### config.mk
export PLATFORM = sky130hd
export DESIGN_NAME = freq_window_ctrl
export DESIGN_NICKNAME = d
export VERILOG_FILES = /design/src/rtl/freq_counter_pkg.sv /design/src/rtl/freq_edge_counter.sv /design/src/rtl/freq_window_ctrl.sv
export SDC_FILE = /design/constraint.sdc
export NUM_CORES = 1
export LEC_CHECK = 0
export BUFFER_PORTS_ARGS = -buffer_cell sky130_fd_sc_hd__buf_2
export CORE_UTILIZATION = 45
export CTS_BUF_LIST = sky130_fd_sc_hd__clkbuf_8
export DETAILED_ROUTE_END_ITERATION = 6
export GPL_ROUTABILITY_DRIVEN = 0
export PLACE_DENSITY = 0.66
export SLEW_MARGIN = 30
export SYNTH_ARGS = -nofsm -noshare
export SYNTH_HDL_FRONTEND = slang
export SYNTH_SLANG_ARGS = --single-unit
### constraint.sdc
create_clock -name clk -period 2.2 [get_ports clk]
set_clock_uncertainty 0.1 [all_clocks]
set_input_delay 0.22 -clock clk [delete_from_list [all_inputs] [get_ports clk]]
set_output_delay 0.22 -clock clk [all_outputs]
set_load 0.03 [all_outputs]
### src/rtl/freq_counter_pkg.sv
// rtl/freq_counter_pkg.sv - shared state encoding and default sizing for the frequency counter
// Contents:
//   state_t        : window sequencer states (IDLE, COUNT, HOLD)
//   DFLT_PERIOD_W  : default gate period width in clk cycles
//   DFLT_COUNT_W   : default edge count / result width
//   DFLT_MAX_COUNT : default edge count saturation value
//   DFLT_PERIOD    : default gate period loaded at reset
package freq_counter_pkg;

  typedef enum logic [1:0] {
    IDLE  = 2'd0,
    COUNT = 2'd1,
    HOLD  = 2'd2
  } state_t;

  localparam int DFLT_PERIOD_W  = 12;
  localparam int DFLT_COUNT_W   = 7;
  localparam int DFLT_MAX_COUNT = 99;
  localparam int DFLT_PERIOD    = 1000;

endpackage

### src/rtl/freq_edge_counter.sv
// rtl/freq_edge_counter.sv - saturating edge counter with clear and overflow accumulate
// Ports:
//   clk   : system clock
//   reset : synchronous active-high reset
//   clear : synchronous clear of count and overflow (wins over inc)
//   inc   : count one edge this cycle
//   cnt   : current count, never exceeds MAX_COUNT
//   ovf   : set when an edge arrives while cnt is already at MAX_COUNT
module freq_edge_counter
  import freq_counter_pkg::*;
#(
  parameter int COUNT_W   = DFLT_COUNT_W,
  parameter int MAX_COUNT = DFLT_MAX_COUNT
) (
  input  logic               clk,
  input  logic               reset,
  input  logic               clear,
  input  logic               inc,
  output logic [COUNT_W-1:0] cnt,
  output logic               ovf
);

  localparam logic [COUNT_W-1:0] MAX_VAL = COUNT_W'(MAX_COUNT);

  always_ff @(posedge clk) begin
    if (reset || clear) begin
      cnt <= '0;
      ovf <= 1'b0;
    end else if (inc) begin
      if (cnt < MAX_VAL) begin
        cnt <= cnt + COUNT_W'(1);
      end else begin
        ovf <= 1'b1;
      end
    end
  end

endmodule

### src/rtl/freq_window_ctrl.sv
// rtl/freq_window_ctrl.sv - gate-window sequencer, period register and result latch of the frequency counter
// Ports:
//   clk             : system clock
//   reset           : synchronous active-high reset
//   period_in       : new gate period in clk cycles
//   period_load     : level; captures period_in every cycle while high and aborts the window
//   debug_mode      : level; freezes the measurement while high
//   signal_edge     : single-cycle pulse per rising edge of the measured signal
//   result          : edge count of the last completed window
//   result_overflow : last completed window saturated at MAX_COUNT
//   result_valid    : one-cycle pulse when result/result_overflow update
//   window_active   : high while in COUNT
//   period_q        : current period register
module freq_window_ctrl
  import freq_counter_pkg::*;
#(
  parameter int PERIOD_W       = DFLT_PERIOD_W,
  parameter int COUNT_W        = DFLT_COUNT_W,
  parameter int MAX_COUNT      = DFLT_MAX_COUNT,
  parameter int DEFAULT_PERIOD = DFLT_PERIOD
) (
  input  logic                clk,
  input  logic                reset,
  input  logic [PERIOD_W-1:0] period_in,
  input  logic                period_load,
  input  logic                debug_mode,
  input  logic                signal_edge,
  output logic [COUNT_W-1:0]  result,
  output logic                result_overflow,
  output logic                result_valid,
  output logic                window_active,
  output logic [PERIOD_W-1:0] period_q
);

  localparam logic [COUNT_W-1:0] MAX_VAL = COUNT_W'(MAX_COUNT);

  state_t              state;
  logic [PERIOD_W-1:0] period_reg;
  logic [PERIOD_W-1:0] timer;
  logic [COUNT_W-1:0]  edge_cnt;
  logic                ovf_acc;

  logic               counting;
  logic               window_end;
  logic               at_max;
  logic [COUNT_W-1:0] close_cnt;
  logic               close_ovf;

  // Edges count only in COUNT and only when neither load nor debug overrides.
  assign counting   = (state == COUNT) && !period_load && !debug_mode;
  assign window_end = counting && (timer == '0);

  // The closing cycle's own edge belongs to the closing window, so the
  // latched result folds it in here while the counter itself is cleared.
  assign at_max    = (edge_cnt == MAX_VAL);
  assign close_cnt = (signal_edge && !at_max) ? edge_cnt + COUNT_W'(1) : edge_cnt;
  assign close_ovf = ovf_acc | (signal_edge & at_max);

  freq_edge_counter #(
    .COUNT_W   (COUNT_W),
    .MAX_COUNT (MAX_COUNT)
  ) u_edge_counter (
    .clk   (clk),
    .reset (reset),
    .clear ((state == IDLE) || window_end),
    .inc   (counting && signal_edge),
    .cnt   (edge_cnt),
    .ovf   (ovf_acc)
  );

  always_ff @(posedge clk) begin
    if (reset) begin
      state           <= IDLE;
      period_reg      <= PERIOD_W'(DEFAULT_PERIOD);
      timer           <= '0;
      result          <= '0;
      result_overflow <= 1'b0;
      result_valid    <= 1'b0;
      window_active   <= 1'b0;
    end else begin
      result_valid <= 1'b0;
      if (period_load) begin
        period_reg    <= period_in;
        state         <= IDLE;
        window_active <= 1'b0;
      end else if (debug_mode) begin
        state         <= HOLD;
        window_active <= 1'b0;
      end else begin
        case (state)
          IDLE: begin
            // A zero period parks the sequencer here; timer is never loaded
            // from it, so period_reg-1 cannot underflow.
            if (period_reg != '0) begin
              state         <= COUNT;
              timer         <= period_reg - PERIOD_W'(1);
              window_active <= 1'b1;
            end
          end
          COUNT: begin
            if (timer == '0) begin
              result          <= close_cnt;
              result_overflow <= close_ovf;
              result_valid    <= 1'b1;
              timer           <= period_reg - PERIOD_W'(1);
            end else begin
              timer <= timer - PERIOD_W'(1);
            end
          end
          HOLD: begin
            // Leaving debug discards the partial window via IDLE.
            state         <= IDLE;
            window_active <= 1'b0;
          end
          default: begin
            state         <= IDLE;
            window_active <= 1'b0;
          end
        endcase
      end
    end
  end

  assign period_q = period_reg;

endmodule
; ---- Word level (Yosys, flattened, before mapping)
; Index checks and enable logic that the tools add are counted.
[totals]
output_inout_bits = 22
regBits = 44
[op_classes]
add_sub_neg = 3
bitwise_logic = 6
n_mux = 10
n_reduce_logical = 23
n_lt_le_gt_ge = 1
eq_ne = 5
[op_table]
columns = cell, count
row1 = 12-bit two-way mux, 2
row2 = 12-bit one-hot mux with 2 select lines, 1
row3 = "12-bit by 1-bit subtractor with 12-bit output, second input constant", 2
row4 = 12-bit zero test, 1
row5 = 12-bit nonzero test, 1
row6 = 2-bit AND reduction, 4
row7 = 4-bit AND reduction, 2
row8 = "7-bit by 1-bit adder with 7-bit output, second input constant", 1
row9 = "7-bit equality test, second input constant", 1
row10 = "7-bit less-than comparator, second input constant", 1
row11 = 7-bit two-way mux, 1
row12 = 1-bit logical AND, 5
row13 = 2-bit two-way mux, 2
row14 = 1-bit NOT, 4
row15 = 2-bit one-hot mux with 2 select lines, 1
row16 = 4-bit OR reduction, 1
row17 = 1-bit zero test, 3
row18 = "3-bit by 2-bit inequality test with 1-bit output, second input constant", 1
row19 = 3-bit OR reduction, 1
row20 = "2-bit by 1-bit equality test with 1-bit output, second input constant", 1
row21 = 2-bit zero test, 1
row22 = 1-bit logical OR, 2
row23 = 1-bit two-way mux, 2
row24 = "2-bit by 1-bit inequality test with 1-bit output, second input constant", 1
row25 = 6 further kinds, 6

; ---- Depth between registers and ports, before layout
[depth]
ltp_word = 6
ltp_mapped = 8
depth_no_buf = 8

; ---- Modules after synthesis
; From an unflattened synthesis, not the netlist that was laid out.
[unflattened]
hier_cells = 275
hier_area_um2 = 2389.8
[modules_own_cells]
columns = mod, cells_each, area_each_um2, instances, seq_area_each_um2
row1 = freq_window_ctrl, 233, 1986.9, 1, 700.7
row2 = freq_edge_counter, 42, 402.9, 1, 160.2

; ---- Least setup slack after synthesis
; Ideal clock, no wire load.
[synth_timing]
kind = reg2reg
startpoint = reg timer[0]
endpoint = reg timer[10]
arrival_time_ns = 1.724
slack_ns = 0.241
required_time_ns = 1.966
setup_ns = 0.134
path_buffers = 0
path_stages_with_launch = 8
cell_sequence = dfxtp_1 -> inv_1 -> ha_1 -> nor3b_1 -> nand3_1 -> mux2_2 -> a221oi_1 -> a211oi_1
[synth_between]
elab_chain_cells = 3
word_cells_on_any_way = 4
[synth_lines]
columns = element, line_no
row1 = from (decl), freq_window_ctrl.sv:39  ; logic [PERIOD_W-1:0] timer;
row2 = from (signal assigned), freq_window_ctrl.sv:96  ; timer <= period_reg - PERIOD_W'(1);
row3 = from (signal assigned), freq_window_ctrl.sv:105  ; timer <= period_reg - PERIOD_W'(1);
row4 = from (signal assigned), freq_window_ctrl.sv:107  ; timer <= timer - PERIOD_W'(1);
row5 = 12-bit by 1-bit subtractor with 12-bit output or 12-bit zero test (tied branches), "freq_window_ctrl.sv:107, freq_window_ctrl.sv:101"
row6 = 12-bit two-way mux *, freq_window_ctrl.sv:101  ; if (timer == '0) begin
row7 = 12-bit one-hot mux with 2 select lines *, freq_window_ctrl.sv:90  ; case (state)
; Mark *: on every way between the ends. The rest lies on a longest branch, timed or not.
; A chain may end at the register's enable or synchronous reset.

; ---- Final worst setup path
[layout_timing]
startpoint = reg timer[0]
endpoint = reg result[1]
[layout_between]
elab_chain_cells = 2
[layout_lines]
columns = element, line_no
row1 = 12-bit zero test, freq_window_ctrl.sv:101
row2 = 4-bit AND reduction (no source line), n/a
row3 = to (signal assigned), freq_window_ctrl.sv:102  ; result <= close_cnt;
row4 = to (decl), freq_window_ctrl.sv:28  ; output logic [COUNT_W-1:0] result,
; Every way passes these cells.

==> results_dict.tcl <==
set metrics [dict create \
    status "complete, no violations" \
    avgSynthCellArea_um2 8.69 \
    ios 39 \
    min_from "period_in[6]" \
    hold_path_class "in2reg" \
    drc 0 \
    grt_pass1_vias 1870 \
    hpwl_mm 3.77 \
    postRouteAntennaNets 0 \
    whs_path_depth 2 \
    crit_type "reg2reg" \
    synth.largest_area_cell "dfxtp_1" \
    grtUsageTotal_pct 21.5 \
    dp.cells 373 \
    max_stage_delay_ps 340 \
    path_depth 8 \
    synthFlopType "dfxtp_1" \
    yosysTopAreaCellShare_pct 37.1 \
    post-route-min-period_ps 2000 \
    cts_tree "built" \
    drt_pass1_iterations 4 \
    max_clock_freq_ghz 0.499 \
    die-width_um 73.8 \
    fin_cells 382 \
    fillers 461 \
    setup.worst_path.start_class "register" \
    critPathTopFamily "simple AND/OR/NAND/NOR gates" \
    antenna_cells 0 \
    max-vdd-ir-drop_uv 343 \
    cts_buffers 5 \
    ys_warn_count 0 \
    async_reset_ff_share_pct 0 \
    grt_pass1_wl_mm 9.03 \
    core-area_um2 4850 \
    finalNetCount 336 \
    setup_tns_ps 0 \
    dr_total_vias 2075 \
    grt_max_degree 23 \
    synthTopCellsByArea "dfxtp_1, nor2_1, xor2_1" \
    synth_seq_cells 43 \
    p_leak_nw 1.10 \
    grt_overflow 0 \
    final-setup-viol-count 0 \
    slew_headroom_pct 58.9 \
    ys_types 53 \
    synth_edf_count 0 \
    slew_violations 0 \
    vias_per_cell 5.43 \
    clock-sinks 43 \
    initial_utilization_pct 47.9 \
    areaGrowthSynthToFinish_pct 17.5 \
    totalWireLength_mm 5.32 \
    hold_end "period_q[6]" \
    max_cap_violations 0 \
    routedWlPerCell_um 13.9 \
    fin_crit_sh_pct 91.1 \
    layout-drive-gt1-share_pct 21.3 \
    critPathCaptureType "register" \
    ys_seq_area_share_pct 37.1 \
    hold_violations 0 \
    rsz0062_at_grt "false" \
    r2r_cells 8 \
    num_rows 25 \
    crit_slowest_cell "nor4b_4" \
    drt_iter0_markers 187 \
    final_util_pct 56.2 \
    syn-num-nets 289 \
    critPathArrivalTime_ps 2120 \
    antenna_found_initial 0 \
    cp_max_fo 17 \
    reg2reg_slack_ps 200 \
    timing.rr.start "timer[0]" \
    cts.clk_slew.worst_paths_ps 80 \
    worstPathCellList "inv_1, ha_1, nor4b_4, nand3_4, nor4_4, buf_6, nor2_1, a311oi_1" \
    syn_inst 267 \
    io_buffers 38 \
    die_area_um2 5450 \
    powerDensity_nw_per_um2 626 \
    tightest_slew_ps 600 \
    dieHeight_um 73.8 \
    clk_latency_ps 300 \
    cts-root-buf "clkbuf_8" \
    cts_max_level 2 \
    r2r_end "result[1]" \
    netlist_area_um2 2320 \
    cts_buffer_depth 2 \
    path_buf_inv 2 \
    required_ps 2310 \
]
[flip-flops by register name (all words and copies together), names as in the netlist]
register / cells
result_overflow: 1
u_edge_counter.cnt: 7
result_valid: 1
period_q: 12
timer: 12
state: 1
result: 7
window_active: 1
u_edge_counter.ovf: 1
[routing by layer]
metal	track usage, %	up-vias	wire [µm]
met4	7.26	0	52
met5	0	-	0
li1	-	1062	-
met1	31.7	964	2820
met2	30.7	45	2270
met3	4.39	4	167
[layout by cell type, fill, tap and decap left out, types with 3 or more instances in the layout]
master	count
buf_4	12
o21ai_0	4
a211oi_1	11
o31ai_1	3
o32ai_1	4
xnor2_1	8
ha_1	5
a211o_1	6
a21oi_1	11
nor2_1	35
inv_1	13
nand4_1	4
buf_2	38
xor2_1	12
nor3b_1	3
nor3_1	5
a31oi_1	4
and3_1	5
nor2b_1	8
clkbuf_8	5
mux2i_1	8
dfxtp_1	43
nand3_1	9
nand2_1	24
[logic make-up after synthesis]
| family | share of synthesized area [%] |
|---|---|
| and+or+nand+nor | 25.4 |
| AOI/OAI and AO/OA | 19.4 |
| DFF | 37.1 |
| buffers and inverters | 3.99 |
| xor gates and xnor gates | 7.55 |
| muxes | 3.94 |
| adders and majority gates | 2.70 |
[worst register-to-register path: cells and delay by family (launching register included)]
kind | cells | cell delay (ps)
AND/OR/NAND/NOR | 4 | 770
flip-flops | 1 | 330
buffers and inverters | 2 | 320
AO/OA/AOI/OAI | 1 | 220
adder cells (fa/ha/maj) | 1 | 180
[synth_stat cells, types with 2 or more instances]
cell      count
a211o_1       6
a211oi_1     11
a21oi_1      11
a31oi_1       4
and3_1        5
buf_2         2
clkbuf_1      8
dfxtp_1      43
ha_1          5
inv_1        11
mux2i_1       8
nand2_1      24
nand2b_1      2
nand3_1       9
nand4_1       4
nor2_1       35
nor2b_1       8
nor3_1        5
nor3b_1       3
nor4_1        2
nor4_4        2
o21a_1        2
o21ai_0       4
o31ai_1       3
o32ai_1       4
xnor2_1       8
xor2_1       12
[metrics by stage]
stage	instance area (µm²)	hold WS (ps)	setup slack [ps]	total power [mW]
3_5_place_dp	2630	329	148	1.23
2_1_floorplan	2320	242	241	1.12
4_1_cts	2720	20.0	129	1.71
6_report	2730	26.9	195	1.71
3_3_place_gp	2630	327	247	1.23
5_1_grt	2730	13.6	23.0	1.79
[power breakdown]
group / switching (mW) / internal, mW / leakage, nW / total, mW
Sequential: 0.0447 / 0.811 / 0.351 / 0.855
Combinational: 0.209 / 0.158 / 0.701 / 0.367
Clock: 0.271 / 0.214 / 0.0505 / 0.485
[area by class of cell]
class | instances | area (µm²) | share of cell area, %
clock buffers | 5 | 68.8 | 2.52
repair buffers | 51 | 292 | 10.7
flip-flops and latches | 43 | 861 | 31.6
inverters | 11 | 41.3 | 1.51
multi-input cells | 202 | 1370 | 50.2
well taps | 67 | 83.8 | 3.07
clock inverters | 3 | 12.5 | 0.459
[how the worst max path moves through the flow]
stage	slack (ps)	endpoint	from
2_1_floorplan	240	timer[10]	timer[0]
3_3_place_gp	250	result[1]	timer[0]
3_5_place_dp	150	result[1]	timer[0]
4_1_cts	130	result[1]	timer[0]
5_1_grt	20	result[2]	timer[1]
6_report	200	result[1]	timer[0]
[repair_timing]
action                                 4_1_cts  5_1_grt
setup buffers                                0        1
setup endpoints to repair                    0        4
hold buffers                                 0        0
resized for setup                            0        1
endpoints found under the hold margin        0        0
Power figures use the tool's default switching activity.
